## src/rtl/puf_avmm_ctrl_if.sv

```systemverilog
`default_nettype none
// ============================================================================
// Module   : puf_avmm_ctrl_if
// Purpose  : Avalon-MM slave register bus between the HPS bridge and the PUF controller
// Revision : 1.0
// ============================================================================
interface puf_avmm_ctrl_if;
  logic [2:0]  avs_address;
  logic        avs_read;
  logic        avs_write;
  logic [31:0] avs_writedata;
  logic [31:0] avs_readdata;
  logic        avs_readdatavalid;

  modport slave (
    input  avs_address, avs_read, avs_write, avs_writedata,
    output avs_readdata, avs_readdatavalid
  );

  modport master (
    output avs_address, avs_read, avs_write, avs_writedata,
    input  avs_readdata, avs_readdatavalid
  );
endinterface
`default_nettype wire

```

## src/rtl/puf_avmm_ctrl.sv

```systemverilog
`default_nettype none
// ============================================================================
// Module   : puf_avmm_ctrl
// Purpose  : Sequences challenge/fire/capture over a PUF core, one response bit per run step
// Revision : 1.0
// ============================================================================
module puf_avmm_ctrl #(
  parameter int RESP_BITS      = 32,
  parameter int SETTLE_CYCLES  = 16,
  parameter int TIMEOUT_CYCLES = 1024
) (
  input  wire logic        clk,
  input  wire logic        reset,
  puf_avmm_ctrl_if.slave   avs,
  output logic [63:0]      puf_challenge,
  output logic             puf_start,
  input  wire logic        puf_done,
  input  wire logic        puf_bit,
  output logic             irq
);

  localparam logic [31:0] c_ID = 32'h5055_4631;
  localparam int c_TMO_W = $clog2(TIMEOUT_CYCLES + 1);
  localparam int c_CNT_W = (c_TMO_W > 8) ? c_TMO_W : 8;
  localparam logic [c_CNT_W-1:0] c_SETTLE_LAST  = c_CNT_W'(SETTLE_CYCLES - 1);
  localparam logic [c_CNT_W-1:0] c_TIMEOUT_LAST = c_CNT_W'(TIMEOUT_CYCLES - 1);
  localparam logic [4:0]  c_LAST_BIT  = 5'(RESP_BITS - 1);
  localparam logic [31:0] c_RESP_MASK = (RESP_BITS >= 32) ? 32'hFFFF_FFFF
                                                          : ((32'h1 << RESP_BITS) - 32'h1);

  typedef enum logic [2:0] {
    S_IDLE    = 3'd0,
    S_SETTLE  = 3'd1,
    S_FIRE    = 3'd2,
    S_WAIT    = 3'd3,
    S_CAPTURE = 3'd4
  } state_t;

  state_t              r_state, w_state_nxt;
  logic [c_CNT_W-1:0]  r_cnt, w_cnt_nxt;
  logic [4:0]          r_idx, w_idx_nxt;
  logic                r_irq_en, r_done, r_timeout, r_irq;
  logic [31:0]         r_chal_lo, r_chal_hi, r_response;
  logic [31:0]         r_rdata;
  logic                r_rvalid;

  logic w_start_go, w_set_done, w_set_timeout, w_capture;
  logic w_wr_ctrl, w_wr_status, w_wr_lo, w_wr_hi, w_idle;
  logic w_done_nxt, w_timeout_nxt, w_irq_en_nxt;
  logic [63:0] w_chal;
  logic [31:0] w_rd_mux;

  assign w_idle      = (r_state == S_IDLE);
  assign w_wr_ctrl   = avs.avs_write && (avs.avs_address == 3'd0);
  assign w_wr_status = avs.avs_write && (avs.avs_address == 3'd1);
  assign w_wr_lo     = avs.avs_write && (avs.avs_address == 3'd2);
  assign w_wr_hi     = avs.avs_write && (avs.avs_address == 3'd3);

  always_comb begin
    w_state_nxt   = r_state;
    w_cnt_nxt     = r_cnt;
    w_idx_nxt     = r_idx;
    w_start_go    = 1'b0;
    w_set_done    = 1'b0;
    w_set_timeout = 1'b0;
    w_capture     = 1'b0;
    case (r_state)
      S_IDLE: begin
        if (w_wr_ctrl && avs.avs_writedata[0]) begin
          w_start_go  = 1'b1;
          w_state_nxt = S_SETTLE;
          w_cnt_nxt   = '0;
          w_idx_nxt   = '0;
        end
      end
      S_SETTLE: begin
        if (r_cnt == c_SETTLE_LAST) begin
          w_state_nxt = S_FIRE;
          w_cnt_nxt   = '0;
        end else begin
          w_cnt_nxt = r_cnt + 1'b1;
        end
      end
      S_FIRE: begin
        w_state_nxt = S_WAIT;
        w_cnt_nxt   = '0;
      end
      S_WAIT: begin
        // A completion on the final wait cycle still counts as success.
        if (puf_done) begin
          w_state_nxt = S_CAPTURE;
        end else if (r_cnt == c_TIMEOUT_LAST) begin
          w_set_timeout = 1'b1;
          w_state_nxt   = S_IDLE;
        end else begin
          w_cnt_nxt = r_cnt + 1'b1;
        end
      end
      S_CAPTURE: begin
        w_capture = 1'b1;
        if (r_idx == c_LAST_BIT) begin
          w_set_done  = 1'b1;
          w_state_nxt = S_IDLE;
        end else begin
          w_idx_nxt   = r_idx + 1'b1;
          w_cnt_nxt   = '0;
          w_state_nxt = S_SETTLE;
        end
      end
      default: w_state_nxt = S_IDLE;
    endcase
  end

  // Sticky flags: a set in the same cycle as a W1C clear wins.
  assign w_done_nxt    = w_set_done |
                         (r_done & ~(w_start_go | (w_wr_status & avs.avs_writedata[1])));
  assign w_timeout_nxt = w_set_timeout |
                         (r_timeout & ~(w_start_go | (w_wr_status & avs.avs_writedata[2])));
  assign w_irq_en_nxt  = w_wr_ctrl ? avs.avs_writedata[1] : r_irq_en;

  always_ff @(posedge clk or posedge reset) begin
    if (reset) begin
      r_state <= S_IDLE;
    end else begin
      r_state <= w_state_nxt;
    end
  end

  always_ff @(posedge clk or posedge reset) begin
    if (reset) begin
      r_cnt      <= '0;
      r_idx      <= '0;
      r_irq_en   <= 1'b0;
      r_done     <= 1'b0;
      r_timeout  <= 1'b0;
      r_irq      <= 1'b0;
      r_chal_lo  <= '0;
      r_chal_hi  <= '0;
      r_response <= '0;
    end else begin
      r_cnt     <= w_cnt_nxt;
      r_idx     <= w_idx_nxt;
      r_irq_en  <= w_irq_en_nxt;
      r_done    <= w_done_nxt;
      r_timeout <= w_timeout_nxt;
      r_irq     <= w_irq_en_nxt & (w_done_nxt | w_timeout_nxt);
      if (w_wr_lo && w_idle) r_chal_lo <= avs.avs_writedata;
      if (w_wr_hi && w_idle) r_chal_hi <= avs.avs_writedata;
      if (w_start_go) begin
        r_response <= '0;
      end else if (w_capture) begin
        r_response[r_idx] <= puf_bit;
      end
    end
  end

  always_comb begin
    w_rd_mux = '0;
    case (avs.avs_address)
      3'd0:    w_rd_mux = {30'd0, r_irq_en, 1'b0};
      3'd1:    w_rd_mux = {29'd0, r_timeout, r_done, ~w_idle};
      3'd2:    w_rd_mux = r_chal_lo;
      3'd3:    w_rd_mux = r_chal_hi;
      3'd4:    w_rd_mux = r_response & c_RESP_MASK;
      3'd5:    w_rd_mux = c_ID;
      default: w_rd_mux = '0;
    endcase
  end

  always_ff @(posedge clk or posedge reset) begin
    if (reset) begin
      r_rdata  <= '0;
      r_rvalid <= 1'b0;
    end else begin
      r_rvalid <= avs.avs_read;
      r_rdata  <= avs.avs_read ? w_rd_mux : 32'd0;
    end
  end

  // Rotate-left by the bit index; a shift of 64 yields zero so index 0 is a pass-through.
  assign w_chal        = {r_chal_hi, r_chal_lo};
  assign puf_challenge = (w_chal << r_idx) | (w_chal >> (7'd64 - {2'b00, r_idx}));
  assign puf_start     = (r_state == S_FIRE);
  assign irq           = r_irq;

  assign avs.avs_readdata      = r_rdata;
  assign avs.avs_readdatavalid = r_rvalid;

endmodule
`default_nettype wire

```

## src/flat_wrapper.sv

```systemverilog
// flat-port wrapper written by rule: the top's interface ports become plain ports
module puf_avmm_ctrl_flat 
#(
  parameter int RESP_BITS      = 32,
  parameter int SETTLE_CYCLES  = 16,
  parameter int TIMEOUT_CYCLES = 1024
)
  (clk, reset, puf_challenge, puf_start, puf_done, puf_bit, irq, avs_avs_address, avs_avs_read, avs_avs_write, avs_avs_writedata, avs_avs_readdata, avs_avs_readdatavalid);
  puf_avmm_ctrl_if avs_i ();
  input  wire logic clk;
  input  wire logic reset;
  output logic [63:0] puf_challenge;
  output logic puf_start;
  input  wire logic puf_done;
  input  wire logic puf_bit;
  output logic irq;
  input wire logic [$bits(avs_i.avs_address)-1:0] avs_avs_address;
  input wire logic [$bits(avs_i.avs_read)-1:0] avs_avs_read;
  input wire logic [$bits(avs_i.avs_write)-1:0] avs_avs_write;
  input wire logic [$bits(avs_i.avs_writedata)-1:0] avs_avs_writedata;
  output wire logic [$bits(avs_i.avs_readdata)-1:0] avs_avs_readdata;
  output wire logic [$bits(avs_i.avs_readdatavalid)-1:0] avs_avs_readdatavalid;
  assign avs_i.avs_address = avs_avs_address;
  assign avs_i.avs_read = avs_avs_read;
  assign avs_i.avs_write = avs_avs_write;
  assign avs_i.avs_writedata = avs_avs_writedata;
  assign avs_avs_readdata = avs_i.avs_readdata;
  assign avs_avs_readdatavalid = avs_i.avs_readdatavalid;
  puf_avmm_ctrl #(.RESP_BITS(RESP_BITS), .SETTLE_CYCLES(SETTLE_CYCLES), .TIMEOUT_CYCLES(TIMEOUT_CYCLES)) u_core (.clk(clk), .reset(reset), .avs(avs_i), .puf_challenge(puf_challenge), .puf_start(puf_start), .puf_done(puf_done), .puf_bit(puf_bit), .irq(irq));
endmodule
```

## config.mk

```make
export PLATFORM = sky130hd
export DESIGN_NAME = puf_avmm_ctrl_flat
export DESIGN_NICKNAME = d
export VERILOG_FILES = /design/src/rtl/puf_avmm_ctrl_if.sv /design/src/rtl/puf_avmm_ctrl.sv /design/src/flat_wrapper.sv
export SDC_FILE = /design/constraint.sdc
export NUM_CORES = 1
export LEC_CHECK = 0
export ABC_AREA = 0
export CORE_UTILIZATION = 42
export DETAILED_ROUTE_END_ITERATION = 8
export PLACE_DENSITY = 0.58
export SETUP_SLACK_MARGIN = 0.05
export SYNTH_ARGS = -nofsm -noshare
export SYNTH_HDL_FRONTEND = slang
export SYNTH_SLANG_ARGS = --single-unit
```

## constraint.sdc

```tcl
create_clock -name clk -period 12.8 [get_ports clk]
set_clock_uncertainty 0.2 [all_clocks]
set_input_delay 2.56 -clock clk [delete_from_list [all_inputs] [get_ports clk]]
set_output_delay 2.56 -clock clk [all_outputs]
set_load 0.01 [all_outputs]
```

* Word level (Yosys, flattened, before mapping)
Index checks and enable logic that the tools add are counted.
Storage, ports and cells: register bits 152, input bits 41, output and inout port bits 99, word-level logic and storage cells 98
Operators by class: $add $sub $neg 3, magnitude comparators 2, eq/ne operators 18, shift operators 2, muxes and demuxes 31, bitwise logic cells 14, reduce and logical (&&, ||, !) cells 16
Operators with widths (count):
- 32-bit case mux with 6 select lines | 1
- 32-bit 2-to-1 mux | 3
- 64-bit bitwise OR | 1
- 64-bit by 5-bit left shift with 64-bit output | 1
- 64-bit by 7-bit right shift with 64-bit output | 1
- 11-bit 2-to-1 mux | 5
- 11-bit case mux with 5 select lines | 1
- 32-bit bitwise mux | 1
- 3-bit case mux with 5 select lines | 1
- 3-bit by 2-bit == test with 1-bit output, second input constant | 4
- 3-bit 2-to-1 mux | 4
- 11-bit by 1-bit adder with 11-bit output, second input constant | 1
- 11-bit by 10-bit == test with 1-bit output, second input constant | 1
- 11-bit by 4-bit == test with 1-bit output, second input constant | 1
- 1-bit 2-to-1 mux | 11
- 5-bit 2-to-1 mux | 2
- 5-bit case mux with 2 select lines | 1
- 3-bit == test, second input constant | 3
- 1-bit logical AND | 8
- 2-bit inequality test, second input constant | 4
- 7-bit by 5-bit subtractor with 7-bit output, first input constant | 1
- 3-bit by 1-bit == test with 1-bit output, second input constant | 2
- 3-bit zero test | 2
- 5-bit by 6-bit less-than comparator with 1-bit output, second input constant | 1
- other kinds (13) | 25

* Logic depth before layout (Yosys ltp)
word-level depth 11, gate-level depth with buffers 14

* Worst setup path after synthesis
Ideal clock, no wire load.
path type register to output, from register u_core.r_idx[1], to output port puf_challenge[1], arrival time 3318 ps, setup slack 6722 ps, stages on the path, launching flop included 15, cell sequence dfrtp_1 clkbuf_1 buf_2 buf_2 buf_2 inv_1 ha_1 buf_2 buf_2 buf_1 mux4_2 mux2i_1 o22ai_1 a221oi_1 o21ai_0
Between the ends: longest elaborated chain between the ends 3, elaborated cells between the ends (all ways) 4, classes of those cells add/sub (1); shift (2); bitwise (1)
Ends and longest elaborated chain:
- start: declaration | line puf_avmm_ctrl.sv:41 | logic [4:0] r_idx, w_idx_nxt;
- start signal: assignment | line puf_avmm_ctrl.sv:142 | r_idx <= w_idx_nxt;
- 7-bit by 5-bit subtractor with 7-bit output | line puf_avmm_ctrl.sv:182 | assign puf_challenge = (w_chal << r_idx) | (w_chal >> (7'd64 - {2'b00, r_idx}));
- 64-bit by 7-bit right shift with 64-bit output | line puf_avmm_ctrl.sv:182
- 64-bit bitwise OR (*) | line puf_avmm_ctrl.sv:182
- end: declaration | line flat_wrapper.sv:12 | output logic [63:0] puf_challenge;
Every way passes the cells marked *; elsewhere a longest branch is shown, timed or not.

* Worst setup path after layout
from register u_core.r_idx[0], to output port puf_challenge[34]
Same word-level chain as after synthesis.

==> results.sh <==
export IMPL_clk_pin_slew_ns=0.06
export IMPL_multi_input_area_sq_um=8660
export IMPL_num_vias=12520
export IMPL_setup_viol=0
export IMPL_cp_depth=9
export IMPL_timing_fmax_mhz=125
export IMPL_yosysMostFrequentCell="nand2_1"
export IMPL_holdCritPathClass="flop to flop"
export IMPL_drive_gt1_frac=0.170
export IMPL_synth_top_cell_by_area="dfrtp_1"
export IMPL_wl_per_cell_um=26.8
export IMPL_cts_buffer_depth=2
export IMPL_grt_pass1_vias=11731
export IMPL_critical_path_class="flop to primary output"
export IMPL_cp_max_fo=52
export IMPL_synth_top_family_by_area="multiplexers"
export IMPL_grt_start_max_net_pins=85
export IMPL_drtIter0Drc=1536
export IMPL_diodes=0
export IMPL_synth_xor_area_frac=0.00728
export IMPL_via_per_inst=6.57
export IMPL_die_height_um=178
export IMPL_cpPeakStageDelay_ns=0.92
export IMPL_drc=0
export IMPL_cp_common_cell="mux2i_1"
export IMPL_ys_ff_latch=152
export IMPL_postCtsHoldBufs=0
export IMPL_rows=64
export IMPL_seqCellArea_sq_um=3810
export IMPL_finalCritPeriodShare=0.626
export IMPL_synth_area_mux_share=0.332
export IMPL_finalCriticalPeriod_ns=8.02
export IMPL_cts_resized=0
export IMPL_die_x_um=178
export IMPL_grt_use_total=0.327
export IMPL_postSynthAreaPerCell_sq_um=9.06
export IMPL_crit_required_ns=10.04
export IMPL_cts_tree="done"
export IMPL_rsz0062_at_grt="no"
export IMPL_port_buffers=139
export IMPL_reg2reg_slack_ns=9.48
export IMPL_ant_nets=0
export IMPL_crit_end="puf_challenge[34]"
export IMPL_synth_distinct_cells=63
export IMPL_cp_start_kind="flop"
export IMPL_clkLatencyLatePin_ns=0.43
export IMPL_core_sq_um=30600
export IMPL_grt_first_pass_wirelength_um=76300
export IMPL_die_area_sq_um=31800
export IMPL_syn_nets=1490
export IMPL_relSlewSlack=0.300
export IMPL_cts_made_buffers=17
export IMPL_fin_tns_setup_ns=0
export IMPL_cts_setup_buffers=0
export IMPL_synth_ff_type="dfrtp_1"
export IMPL_clockRootBuffer="clkbuf_16"
export IMPL_wl_um=51100
export IMPL_synth_top_cell_area_share=0.291
export IMPL_cts_htree_levels=4
export IMPL_netlist_area_sq_um=13100
export IMPL_r2r_start="u_core.r_idx[2]"
export IMPL_reg2reg_depth=6
export IMPL_clock_sinks=152
export IMPL_drv_cap=0
export IMPL_start_util=0.427
export IMPL_place_hpwl_um=36600
export IMPL_cp_num_buf_inv=3
export IMPL_arrival_ns=5.26
export IMPL_end_kind="primary output"
export IMPL_synth_edf_count=0
export IMPL_cp_top_family="buffers and inverters"
export IMPL_status="finished, final reports clean"
export IMPL_ys_seq_area_frac=0.291
export IMPL_yosys_area_share_simple=0.163
export IMPL_first_pass_iters=5
export IMPL_layout_nets=1545
export IMPL_cp_slowest_cell="dfrtp_4"
export IMPL_crit_chain="inv_2 > ha_2 > buf_4 > mux2i_1 > mux2i_1 > mux2_4 > a221oi_1 > o221ai_1 > clkdlybuf4s50_1"
export IMPL_synth_fa_ha_area_frac=0.00574
export IMPL_synth_commonest_cells="nand2_1 (205), dfrtp_1 (152), mux2i_1 (139), nor2_1 (134), o21ai_0 (105)"
export IMPL_area_growth_pct=16.2
export IMPL_grt_antenna_before_repair=0
export IMPL_worstMarginPinSlew_ns=1.04
export IMPL_gp_congestion=0.981
export IMPL_netlist_instances=1443
export IMPL_fillers=2886
export IMPL_synth_area_leaders="dfrtp_1 (29%), mux4_2 (14%), mux2i_1 (11%)"
export IMPL_gr_total_overflow=0
export IMPL_async_flop_share=1.00
export IMPL_ios=140
export IMPL_drv_slew=0
export IMPL_rr_endpoint="u_core.r_response[6]"
export IMPL_synth_compound_area_frac=0.153
export IMPL_crit_path_start="u_core.r_idx[0]"
export IMPL_hold_viol_final=0
export IMPL_yosys_warnings=0
-- cells in the final DEF, fill, tap and decap left out, types with 16 or more instances in the layout --
cell and count:
mux2i_1 139, dfrtp_1 147, nand3_1 41, nor3_1 26, clkdlybuf4s50_1 138, o22ai_1 20
o21ai_0 105, mux4_2 83, and2_1 16, clkbuf_16 17, o211ai_1 16, nand2_1 205
nor2_1 133, buf_4 25, a21oi_1 101, mux2_2 94
-- worst min-delay path by stage --
| stage | startpoint | cells after the start | endpoint | slack, ns |
|---|---|---|---|---|
| after floorplan | u_core.r_cnt[1] | 2 | u_core.r_cnt[1] | 0.27 |
| after global placement | u_core.r_cnt[1] | 2 | u_core.r_cnt[1] | 0.29 |
| after detailed placement | u_core.r_cnt[1] | 2 | u_core.r_cnt[1] | 0.30 |
| after CTS | u_core.r_cnt[1] | 2 | u_core.r_cnt[1] | 0.31 |
| after global routing | u_core.r_cnt[10] | 1 | u_core.r_cnt[10] | 0.33 |
| final | u_core.r_cnt[1] | 2 | u_core.r_cnt[1] | 0.30 |
-- layout make-up --
type / instances / share of cell area
Clock buffer: 19 / 0.0285
Multi-Input combinational cell: 1149 / 0.570
Timing Repair Buffer: 164 / 0.104
Inverter: 14 / 0.00379
Sequential cell: 152 / 0.251
Tap cell: 396 / 0.0326
Clock inverter: 12 / 0.0101
-- tightest hold or removal path, cell delays in order (launching register included) --
cell and delay (ns):
dfrtp_1 0.36, nand2_1 0.05, o31ai_1 0.06
-- metal layers --
| metal | routed length, um | vias to the layer above | global-route usage |
|---|---|---|---|
| met5 | 0 | - | 0 |
| li1 | - | 5469 | - |
| met4 | 2800 | 0 | 0.171 |
| met1 | 21200 | 6151 | 0.447 |
| met3 | 4590 | 149 | 0.0524 |
| met2 | 22600 | 751 | 0.497 |
-- cell families (layout without fill, tap and decap cells) --
family | count (synthesis) | count (layout)
AO/OA/AOI/OAI | 330 | 330
XOR/XNOR | 10 | 10
flip-flops | 152 | 152
multiplexers | 318 | 318
AND/OR/NAND/NOR | 485 | 485
adder cells (fa/ha/maj) | 6 | 6
buffers and inverters | 142 | 209
-- sequential cells by signal (all words and copies together), names as in the netlist --
| signal | cells |
|---|---|
| u_core.avs.avs_readdatavalid | 1 |
| u_core.r_done | 1 |
| u_core.r_chal_lo | 32 |
| u_core.r_idx | 5 |
| u_core.irq | 1 |
| u_core.r_timeout | 1 |
| u_core.r_chal_hi | 32 |
| u_core.avs.avs_readdata | 32 |
| u_core.r_irq_en | 1 |
| u_core.r_state | 3 |
| u_core.r_cnt | 11 |
| u_core.r_response | 32 |
-- per-stage QoR --
step,setup slack [ns],std cells,hold WS [ns],cell area [sq um],util
final,4.78,1906,0.304,15200,0.497
after global routing,4.53,1906,0.333,15200,0.497
after CTS,4.86,1906,0.310,15200,0.497
after detailed placement,5.34,1875,0.295,14600,0.477
after global placement,5.43,1875,0.293,14600,0.477
after floorplan,5.95,1443,0.267,13100,-
Power is not shown: default switching activity piles up to over one toggle a cycle in this logic, so the estimate is an artifact.
